File: config.mk
export PLATFORM = sky130hd
export DESIGN_NAME = detector_colision
export DESIGN_NICKNAME = d
export VERILOG_FILES = /design/src/rtl/heroe_pkg.sv /design/src/rtl/sincronizador.sv /design/src/rtl/detector_colision.sv
export SDC_FILE = /design/constraint.sdc
export NUM_CORES = 1
export LEC_CHECK = 0
export CAP_MARGIN = 10
export CORE_ASPECT_RATIO = 0.75
export CORE_UTILIZATION = 49
export DETAILED_ROUTE_END_ITERATION = 7
export HOLD_SLACK_MARGIN = 0.03
export PLACE_DENSITY = 0.84
export SETUP_SLACK_MARGIN = 0.1
export SLEW_MARGIN = 20
export SYNTH_ARGS = -nofsm -noshare
export SYNTH_HDL_FRONTEND = slang
export SYNTH_SLANG_ARGS = --single-unit
File: constraint.sdc
create_clock -name clk -period 2.7 [get_ports clk]
set_input_delay 0.27 -clock clk [delete_from_list [all_inputs] [get_ports clk]]
set_output_delay 0.27 -clock clk [all_outputs]
set_load 0.05 [all_outputs]
File: src/rtl/heroe_pkg.sv
// -----------------------------------------------------------------------------
// heroe_pkg
// Shared definitions for the HEROE game blocks: main FSM state codes,
// obstacle type markers, W_or_L result encodings, hero pose and game FSM
// state types, and the 7-segment patterns used to draw the hero.
// No ports (package).
// -----------------------------------------------------------------------------
package heroe_pkg;

    // Main state machine codes driven on `presente`
    typedef enum logic [2:0] {
        P_OFF  = 3'd0,
        P_WLCM = 3'd1,
        P_CH   = 3'd2,
        P_GAME = 3'd3,
        P_WL   = 3'd4,
        P_PA   = 3'd5
    } presente_t;

    // Obstacle type that marks the world bonus (1..15 are real obstacles)
    localparam logic [4:0] TIPO_BONO = 5'd16;

    // World index meaning every world has been cleared
    localparam logic [1:0] MUNDO_FINAL = 2'd3;

    // Result codes sent back to the generator and the main FSM
    localparam logic [1:0] WL_JUGANDO = 2'b00;
    localparam logic [1:0] WL_PIERDE  = 2'b01;
    localparam logic [1:0] WL_GANA    = 2'b10;

    // Hero segment patterns (bit0 = segment a)
    localparam logic [6:0] SEG_SUELO    = 7'h08;
    localparam logic [6:0] SEG_SALTO    = 7'h01;
    localparam logic [6:0] SEG_AGACHADO = 7'h40;
    localparam logic [6:0] SEG_PERDIO   = 7'h7F;

    // Hero pose
    typedef enum logic [1:0] {
        SUELO,
        SALTO,
        AGACHADO
    } pose_t;

    // Game progress
    typedef enum logic [1:0] {
        IDLE,
        JUGANDO,
        PERDIO,
        GANO
    } juego_t;

    // Odd types sit on the ground and must be jumped over
    function automatic logic es_obstaculo_bajo(input logic [4:0] tipo);
        return tipo[0];
    endfunction

endpackage

File: src/rtl/sincronizador.sv
// -----------------------------------------------------------------------------
// sincronizador
// N_SYNC-flop synchronizer bringing a raw asynchronous button into the clk
// domain. Every stage resets to 0.
// Ports:
//   clk     in  system clock
//   rst_n   in  synchronous active-low reset
//   i_async in  raw asynchronous input
//   o_sync  out synchronized copy, N_SYNC clk cycles later
// -----------------------------------------------------------------------------
module sincronizador #(
    parameter int N_SYNC = 2
) (
    input  logic clk,
    input  logic rst_n,
    input  logic i_async,
    output logic o_sync
);

    logic [N_SYNC-1:0] r_cadena;

    // Shift chain; the shift form keeps this valid for any depth including 1
    always_ff @(posedge clk) begin
        if (!rst_n) begin
            r_cadena <= '0;
        end else begin
            r_cadena <= (r_cadena << 1) | N_SYNC'(i_async);
        end
    end

    assign o_sync = r_cadena[N_SYNC-1];

endmodule

File: src/rtl/detector_colision.sv
// -----------------------------------------------------------------------------
// detector_colision
// Consumer end of the HEROE obstacle stream. Tracks the hero pose from the
// buttons, keeps the obstacle types aligned with the displayed slots, and on
// every obstacle tick decides collision, bonus grab or win.
// Ports:
//   clk             in   system clock
//   rst_n           in   synchronous active-low reset
//   presente[2:0]   in   main FSM state code
//   mundo[1:0]      in   current world, 3 = all worlds cleared
//   clk_obstaculos  in   obstacle tick level (clk domain)
//   tipo_obs[4:0]   in   type of the newest slot
//   display_obs[20:0] in three 7-seg slots, [6:0] is the hero slot
//   btn_salto       in   raw jump button
//   btn_agachar     in   raw duck button
//   W_or_L[1:0]     out  00 playing, 01 lost, 10 won
//   bono_tomado     out  bonus grabbed during the current tick period
//   hero_seg[6:0]   out  hero segment pattern
// -----------------------------------------------------------------------------
module detector_colision
    import heroe_pkg::*;
#(
    parameter int SALTO_TICKS = 2,
    parameter int N_SYNC      = 2
) (
    input  logic        clk,
    input  logic        rst_n,
    input  logic [2:0]  presente,
    input  logic [1:0]  mundo,
    input  logic        clk_obstaculos,
    input  logic [4:0]  tipo_obs,
    input  logic [20:0] display_obs,
    input  logic        btn_salto,
    input  logic        btn_agachar,
    output logic [1:0]  W_or_L,
    output logic        bono_tomado,
    output logic [6:0]  hero_seg
);

    localparam int JW = $clog2(SALTO_TICKS + 1);

    logic            w_salto_s;
    logic            w_agachar_s;
    logic            w_tick;
    logic            w_salto_flanco;
    logic            w_occ;
    logic            w_bajo;
    logic            w_alto;
    logic            w_bono;
    logic            w_choque;
    logic            w_bono_ok;
    logic            w_en_juego;
    logic            w_evaluar;
    logic            w_unused;

    logic            r_clk_obs_d;
    logic            r_eval;
    logic [4:0]      r_tipo_q [3];
    logic            r_salto_d;
    pose_t           r_pose;
    pose_t           r_pose_tick;
    logic [JW-1:0]   r_jcnt;
    juego_t          r_juego;
    logic [1:0]      r_w_or_l;
    logic            r_bono;

    sincronizador #(.N_SYNC(N_SYNC)) u_sync_salto (
        .clk     (clk),
        .rst_n   (rst_n),
        .i_async (btn_salto),
        .o_sync  (w_salto_s)
    );

    sincronizador #(.N_SYNC(N_SYNC)) u_sync_agachar (
        .clk     (clk),
        .rst_n   (rst_n),
        .i_async (btn_agachar),
        .o_sync  (w_agachar_s)
    );

    // Only the hero slot matters here; the other slots are the generator's
    assign w_unused = ^display_obs[20:7];

    assign w_tick         = clk_obstaculos & ~r_clk_obs_d;
    assign w_salto_flanco = w_salto_s & ~r_salto_d;

    // Tick edge detect, one-cycle-late evaluation strobe and the type queue.
    // The queue keeps shifting even when no evaluation happens so it stays
    // aligned with the generator's slots.
    always_ff @(posedge clk) begin
        if (!rst_n) begin
            r_clk_obs_d <= 1'b0;
            r_eval      <= 1'b0;
            r_tipo_q[0] <= '0;
            r_tipo_q[1] <= '0;
            r_tipo_q[2] <= '0;
        end else begin
            r_clk_obs_d <= clk_obstaculos;
            r_eval      <= w_tick;
            if (w_tick) begin
                r_tipo_q[0] <= r_tipo_q[1];
                r_tipo_q[1] <= r_tipo_q[2];
                r_tipo_q[2] <= tipo_obs;
            end
        end
    end

    // Pose FSM. r_pose_tick snapshots the pose the hero had when the tick
    // arrived, so a jump that lands on the very tick its obstacle reaches
    // slot 0 still clears it, and a jump started on a tick does not.
    always_ff @(posedge clk) begin
        if (!rst_n) begin
            r_pose      <= SUELO;
            r_pose_tick <= SUELO;
            r_jcnt      <= '0;
            r_salto_d   <= 1'b0;
        end else begin
            r_salto_d <= w_salto_s;
            if (w_tick) begin
                r_pose_tick <= r_pose;
            end
            case (r_pose)
                SUELO: begin
                    if (w_salto_flanco) begin
                        r_pose <= SALTO;
                        r_jcnt <= JW'(SALTO_TICKS);
                    end else if (w_agachar_s) begin
                        r_pose <= AGACHADO;
                    end
                end
                SALTO: begin
                    if (w_tick) begin
                        if (r_jcnt <= JW'(1)) begin
                            r_pose <= SUELO;
                            r_jcnt <= '0;
                        end else begin
                            r_jcnt <= r_jcnt - JW'(1);
                        end
                    end
                end
                AGACHADO: begin
                    if (!w_agachar_s) begin
                        r_pose <= SUELO;
                    end
                end
                default: begin
                    r_pose <= SUELO;
                end
            endcase
        end
    end

    // Slot 0 classification: lit slot is an obstacle (odd low, even high),
    // a blank slot carrying the bonus marker is the world bonus.
    assign w_occ      = |display_obs[6:0];
    assign w_bajo     = w_occ & es_obstaculo_bajo(r_tipo_q[0]);
    assign w_alto     = w_occ & ~es_obstaculo_bajo(r_tipo_q[0]) & (r_tipo_q[0] != TIPO_BONO);
    assign w_bono     = ~w_occ & (r_tipo_q[0] == TIPO_BONO);
    assign w_choque   = (w_bajo & (r_pose_tick != SALTO)) |
                        (w_alto & (r_pose_tick != AGACHADO));
    assign w_bono_ok  = w_bono & (r_pose_tick == SALTO);
    assign w_en_juego = (presente == P_GAME) || (presente == P_WL);
    assign w_evaluar  = r_eval && (r_juego == JUGANDO) && (presente == P_GAME);

    // Game FSM with registered result. A collision is checked before the
    // final world so a simultaneous loss and win resolves as a loss.
    always_ff @(posedge clk) begin
        if (!rst_n) begin
            r_juego  <= IDLE;
            r_w_or_l <= WL_JUGANDO;
        end else begin
            case (r_juego)
                IDLE: begin
                    r_w_or_l <= WL_JUGANDO;
                    if (presente == P_GAME) begin
                        r_juego <= JUGANDO;
                    end
                end
                JUGANDO: begin
                    if (presente != P_GAME) begin
                        r_juego  <= IDLE;
                        r_w_or_l <= WL_JUGANDO;
                    end else if (r_eval) begin
                        if (w_choque) begin
                            r_juego  <= PERDIO;
                            r_w_or_l <= WL_PIERDE;
                        end else if (mundo == MUNDO_FINAL) begin
                            r_juego  <= GANO;
                            r_w_or_l <= WL_GANA;
                        end
                    end
                end
                PERDIO, GANO: begin
                    if (!w_en_juego) begin
                        r_juego  <= IDLE;
                        r_w_or_l <= WL_JUGANDO;
                    end
                end
                default: begin
                    r_juego  <= IDLE;
                    r_w_or_l <= WL_JUGANDO;
                end
            endcase
        end
    end

    // Bonus flag: set on the grabbing evaluation, held until the next tick
    // or until the game screens are left. Setting wins over clearing.
    always_ff @(posedge clk) begin
        if (!rst_n) begin
            r_bono <= 1'b0;
        end else if (w_evaluar && w_bono_ok) begin
            r_bono <= 1'b1;
        end else if (w_tick || !w_en_juego) begin
            r_bono <= 1'b0;
        end
    end

    // Hero pattern is a pure decode of state flops; a lost game lights the
    // whole digit.
    always_comb begin
        hero_seg = SEG_SUELO;
        if (r_juego == PERDIO) begin
            hero_seg = SEG_PERDIO;
        end else begin
            case (r_pose)
                SALTO:    hero_seg = SEG_SALTO;
                AGACHADO: hero_seg = SEG_AGACHADO;
                default:  hero_seg = SEG_SUELO;
            endcase
        end
    end

    assign W_or_L      = r_w_or_l;
    assign bono_tomado = r_bono;

endmodule

==> impl_metrics.toml, run 1 <==
[synthesis]
synth_nets = 173
synth-async-reset-ratio = 0
synth_area_leader_cell = "edfxtp_1"
synth_edf_count = 15
synth_top_family_by_area = "simple AND/OR/NAND/NOR gates"
synthCells = 134
ys.warnings.count = 0
netlist_area_um2 = 1456
synth_top_area_frac = 0.3093
synth_compound_area_frac = 0.1254
synth-simple-area-share = 0.2466
synthXorXnorAreaFrac = 0
synth_area_leaders = "edfxtp_1, dfxtp_1, and2_1, a21oi_1, nand2b_1"
ys.flop_type = "dfxtp_1"
synth_mux_area_frac = 0.006873
synth_cell_type_count = 39
synth-seq-cells = 33
synth-seq-area-share = 0.5567
synth_fa_ha_area_frac = 0.02577
syn_area_per_cell_um2 = 10.87

[placement]
post-dp-hpwl_mm = 1.854
dp_slack_ps = 586.5
place_congestion = 0.7752
port_buffers = 31

[cts]
cts.sinks = 33
clk_pin_slew_worst_paths_ps = 60
postCtsHoldBufs = 0
post_cts_buffers = 0
cts_tree = "done"
ctsHtreeMaxLevel = 2
cts_made_buffers = 5
cts.repair.resized = 0
root_buffer = "clkbuf_8"
clockBufferDepth = 2
clkLatencyLatePin_ps = 270

[detailed_routing]
vias = 1088
viasPerCell = 5.307
drtIter0Drc = 35
ant_nets = 0
drt-wirelength-per-cell_um = 12.51
drcViolationCount = 0
wirelength_mm = 2.564
dr.pass1.iters = 4

[setup_path]
crit_type = "flop to output port"
cp-start-kind = "flop"
cp_cell_sequence = "inv_1, ha_1, nand2b_1, clkdlybuf4s50_1"
critPathTopFamily = "buffers and inverters"
max_stage_delay_ps = 790
cp.required_ps = 2430
critPathMaxFanout = 5
crit_slowest_cell = "clkdlybuf4s50_1"
endpoint_kind = "output port"
r2r_slack_ps = 980
cp.arrival_ps = 1860
crit_buf_inv = 2

[sta]
layout_setup_ws_ps = 565.3
slew_headroom = 0.5590
finClkSkew_ps = 3.683
finalCritPeriodShare = 0.7906
setup_violations = 0
slew_viol_final = 0
fmaxAchievable_mhz = 468.5
rsz0062_at_grt = "no"
finalCriticalPeriod_ps = 2135
hold_viol = 0
worst_slew_pin_slew_ps = 660.2
fin_tns_setup_ps = 0

[layout]
syn2layout_area_growth_pct = 28.61
antenna_cells = 0
multi_input_area_um2 = 589.3
layout.nets = 207
regArea_um2 = 810.8
fill_cells = 214
drive_gt1_frac = 0.07692

[die]
row_count = 16
die_area_um2 = 3197
start_util = 0.5349
die_h_um = 49.22
io_pins = 46
chipWidth_um = 64.95
core_area_um2 = 2723

[pwr]
power_density_nw_per_um2 = 539.2
ir_drop_mv = 0.4444
p_leak_nw = 0.7329

[hold_path]
hp-class = "flop to flop"

[global_route]
busiest_layer = "met2"
grt_pass1_wl_mm = 4.353
met1_usage = 0.2057
use_met2 = 0.3056
grt_pass1_vias = 1038
met3_usage = 0.07944
globalRouteOverflowTotal = 0
grt_use_total = 0.1859
grt_max_degree = 17
antenna_found_initial = 0

[flow_run]
maxCapViolations = 0

[outcome]
status = "finished clean"
## cell usage after synthesis (all sizes together), types with 2 or more instances
master and number:
and2 22, dfxtp 18, edfxtp 15, a21oi 10, nor2 8, nand2 7
nand2b 7, inv 5, a211oi 3, buf 3, clkbuf 3, ha 3
and3 2, nand3 2, nor2b 2, nor3b 2, nor4 2, o21ai 2
## worst paths after layout
path                              start                    endpoint  cells past startpoint
max reg2reg              r_tipo_q[0][0]                  r_juego[0]                      5
min          u_sync_agachar.r_cadena[0]  u_sync_agachar.r_cadena[1]                      1
max                           r_pose[1]                 hero_seg[0]                      4
min reg2reg  u_sync_agachar.r_cadena[0]  u_sync_agachar.r_cadena[1]                      1
## where the power goes
group,internal (mW),total [mW],switching [mW]
clock,0.179,0.336,0.157
sequential,0.549,0.560,0.0112
combinational,0.0574,0.114,0.0563
## metal layers
layer  vias up  share of wire
li1        533              -
met1       501           0.42
met2        48           0.49
met3         6          0.072
met4         0          0.011
met5         -              0
## placed cells by master, fill, tap and decap left out, types with 2 or more instances in the layout
| master | count |
|---|---|
| nand3_1 | 2 |
| nor3b_1 | 2 |
| nor2b_1 | 2 |
| and2_1 | 22 |
| clkdlybuf4s50_1 | 31 |
| a211oi_1 | 3 |
| nand2b_1 | 7 |
| clkinv_1 | 2 |
| dfxtp_1 | 18 |
| inv_1 | 5 |
| a21oi_1 | 10 |
| ha_1 | 3 |
| buf_4 | 2 |
| clkbuf_8 | 5 |
| nor2_1 | 8 |
| nand2_1 | 7 |
| edfxtp_1 | 15 |
| clkbuf_1 | 2 |
## area by class of cell
class,instances,share of cell area
clock buffer,7,0.04075
clock inverter,1,0.002004
inverter,6,0.01202
multi-input combinational,89,0.3146
sequential,33,0.4329
tap,36,0.02405
timing repair buffer,33,0.1737
## cell families (layout without fill, tap and decap cells)
group | after synthesis | count (layout)
adder cells (fa/ha/maj) | 3 | 3
flip-flops | 33 | 33
AND/OR/NAND/NOR | 59 | 59
multiplexers | 1 | 1
AO/OA/AOI/OAI | 26 | 26
buffers and inverters | 12 | 47
## sequential cells by signal, indices dropped and copies added (netlist names)
name                     flops
r_eval                       1
r_salto_d                    1
r_juego                      2
r_clk_obs_d                  1
r_pose_tick                  2
u_sync_agachar.r_cadena      2
r_jcnt                       2
u_sync_salto.r_cadena        2
r_pose                       2
r_tipo_q                    15
bono_tomado                  1
W_or_L                       2
## per-stage QoR
stage | util | hold slack, ps | instances | area, µm² | total power, mW
after floorplan | - | 397.3 | 134 | 1456 | 0.6291
after global placement | 0.6585 | 418.7 | 197 | 1793 | 0.6768
after detailed placement | 0.6585 | 419.9 | 197 | 1793 | 0.6836
after CTS | 0.6880 | 434.8 | 205 | 1873 | 1.019
after global routing | 0.6880 | 464.6 | 205 | 1873 | 1.066
final | 0.6880 | 433.4 | 205 | 1873 | 1.010
Note: power is estimated with default switching activity, not from simulation.
==> inputs of run 2 (changes only) <==
--- a/config.mk
+++ b/config.mk
@@ -7,10 +7,10 @@
 export LEC_CHECK = 0
 export CAP_MARGIN = 10
 export CORE_ASPECT_RATIO = 0.75
-export CORE_UTILIZATION = 49
+export CORE_UTILIZATION = 41
 export DETAILED_ROUTE_END_ITERATION = 7
 export HOLD_SLACK_MARGIN = 0.03
-export PLACE_DENSITY = 0.84
+export PLACE_DENSITY = 0.75
 export SETUP_SLACK_MARGIN = 0.1
 export SLEW_MARGIN = 20
 export SYNTH_ARGS = -nofsm -noshare
==> constraint.sdc (replaced) <==
create_clock -name clk -period 1.9 [get_ports clk]
set_input_delay 0.19 -clock clk [delete_from_list [all_inputs] [get_ports clk]]
set_output_delay 0.19 -clock clk [all_outputs]
set_load 0.05 [all_outputs]
==> run 2 against run 1 <==
  * Sequential share of layout area down 0.68 points
  * Final cell count increased by 3.9%
  * Hold slack worse by 0.87 ps
  * Setup slack got worse by 440 ps
  * Clock skew increased by 2.6 ps
  * Critical endpoint is now W_or_L[0]
  * Largest cell class unchanged
  * Largest power group unchanged
==> impl_metrics.toml, run 2 (synthesis results as in run 1) <==
[placement]
place_congestion = 0.7090
post-dp-hpwl_mm = 1.832
port_buffers = 31

[cts]
clkLatencyLatePin_ps = 280
ctsHtreeMaxLevel = 2
cts.repair.resized = 0
clockBufferDepth = 2
post_cts_buffers = 0
cts.sinks = 33
clk_pin_slew_worst_paths_ps = 60
postCtsHoldBufs = 0
cts_made_buffers = 5
root_buffer = "clkbuf_8"
cts_tree = "done"

[detailed_routing]
drcViolationCount = 0
drtIter0Drc = 43
wirelength_mm = 2.482
vias = 1062
drt-wirelength-per-cell_um = 11.65
ant_nets = 0
dr.pass1.iters = 6
viasPerCell = 4.986

[hold_path]
hold_start = "u_sync_salto.r_cadena[0]"
hp-class = "flop to flop"
holdPathStages = 1

[setup_path]
cp.required_ps = 2110
critPathLaunch = "display_obs[2]"
critPathMaxFanout = 6
cp_cell_sequence = "clkdlybuf4s50_1, or4_4, nor4_4, a2111oi_4, a311o_1, a21oi_1"
endpoint_kind = "flop"
crit_type = "input port to flop"
cp-start-kind = "input port"
path_depth = 6
rr_startpoint = "r_tipo_q[0][0]"
crit_slowest_cell = "or4_4"
crit_buf_inv = 1
critPathTopFamily = "simple AND/OR/NAND/NOR gates"
cp.arrival_ps = 1980
r2r_cells = 5
max_stage_delay_ps = 550

[layout]
antenna_cells = 0
drive_gt1_frac = 0.1387
syn2layout_area_growth_pct = 30.67
largest_register_ff_count = 15
layout.nets = 211
final_common_cell = "clkdlybuf4s50_1"
top_register = "r_tipo_q"
mostFrequentLayoutCells = "clkdlybuf4s50_1, and2_1, dfxtp_1"

[sta]
finalCriticalPeriod_ps = 1772
rsz0062_at_grt = "yes"
fmaxAchievable_mhz = 564.5
worst_slew_pin_slew_ps = 490.9
slew_headroom = 0.6717
fin_tns_setup_ps = 0
finClkSkew_ps = 6.263
setup_violations = 0
whs_ps = 432.6
finalCritPeriodShare = 0.9324
slew_viol_final = 0
hold_viol = 0

[global_route]
grt_pass1_wl_mm = 3.981
grt_pass1_vias = 952
busiest_layer = "met2"
use_met2 = 0.2500
met1_usage = 0.1580
met3_usage = 0.06554
globalRouteOverflowTotal = 0
grt_max_degree = 17
antenna_found_initial = 0
grt_use_total = 0.1442

[die]
start_util = 0.4369
io_pins = 46
die_area_um2 = 3797
chipWidth_um = 70.82
die_h_um = 53.62
core_area_um2 = 3333
row_count = 18

[pwr]
power_density_nw_per_um2 = 762.9
clockPowerShare = 0.338
p_leak_nw = 0.7656
power_frac_comb = 0.114
switching_share = 0.2248
internal-power_mw = 1.125
ir_drop_mv = 0.4392
switchingPower_mw = 0.3264
seq_power_share = 0.548

[outcome]
status = "finished clean"

[flow_run]
maxCapViolations = 0
-- run 2: changes by cell type in the layout (fill, tap and decap cells not counted) --
cell             delta
a2111oi_4           +1
clkdlybuf4s50_1     -7
clkbuf_1            +1
clkinv_1            -1
a2111oi_2           -1
buf_4              +11
-- run 2: metrics by stage --
step	total power [mW]	area (µm²)	worst slack [ps]	std cells	utilization
6_report	1.452	1903	128.4	213	0.5709
4_1_cts	1.466	1891	164.4	213	0.5672
3_3_place_gp	0.9659	1810	-92.88	205	0.5432
5_1_grt	1.517	1903	80.72	213	0.5709
3_5_place_dp	0.9738	1810	-128.6	205	0.5432
2_1_floorplan	0.8940	1456	385.3	134	-
-- run 2: cell type report --
cell class / count / area (µm²)
multi-input combinational: 89 / 601.8
inverter: 6 / 22.52
timing repair buffer: 37 / 337.8
tap: 40 / 50.05
sequential: 33 / 810.8
fill: 279 / 1430
clock buffer: 8 / 80.08
-- run 2: power by group through the flow --
| stage | sequential, mW | clock, mW | combinational, mW |
|---|---|---|---|
| 4_1_cts | 0.795 | 0.507 | 0.165 |
| 6_report | 0.795 | 0.491 | 0.165 |
| 3_5_place_dp | 0.810 | 0 | 0.164 |
| 3_3_place_gp | 0.808 | 0 | 0.158 |
| 5_1_grt | 0.799 | 0.538 | 0.181 |
| 2_1_floorplan | 0.806 | 0 | 0.0884 |
-- run 2: path summary, 6_finish.rpt --
| kind | end | slack [ps] |
|---|---|---|
| hold reg to reg | u_sync_salto.r_cadena[1] | 430 |
| hold / removal | u_sync_salto.r_cadena[1] | 430 |
| setup reg to reg | W_or_L[0] | 310 |
| setup / recovery | W_or_L[0] | 130 |
-- run 2: routing by layer --
layer / part of all wire / wire length (µm)
met5: 0 / 0
met1: 0.44 / 1083
met3: 0.069 / 171
met2: 0.48 / 1197
met4: 0.012 / 29
-- run 2: worst register-to-register path, cell delays in order, from the launching register on --
cell       delay [ps]
edfxtp_1          450
nor4_1            270
and2_1            220
a2111oi_4          80
a311o_1           360
a21oi_1           130
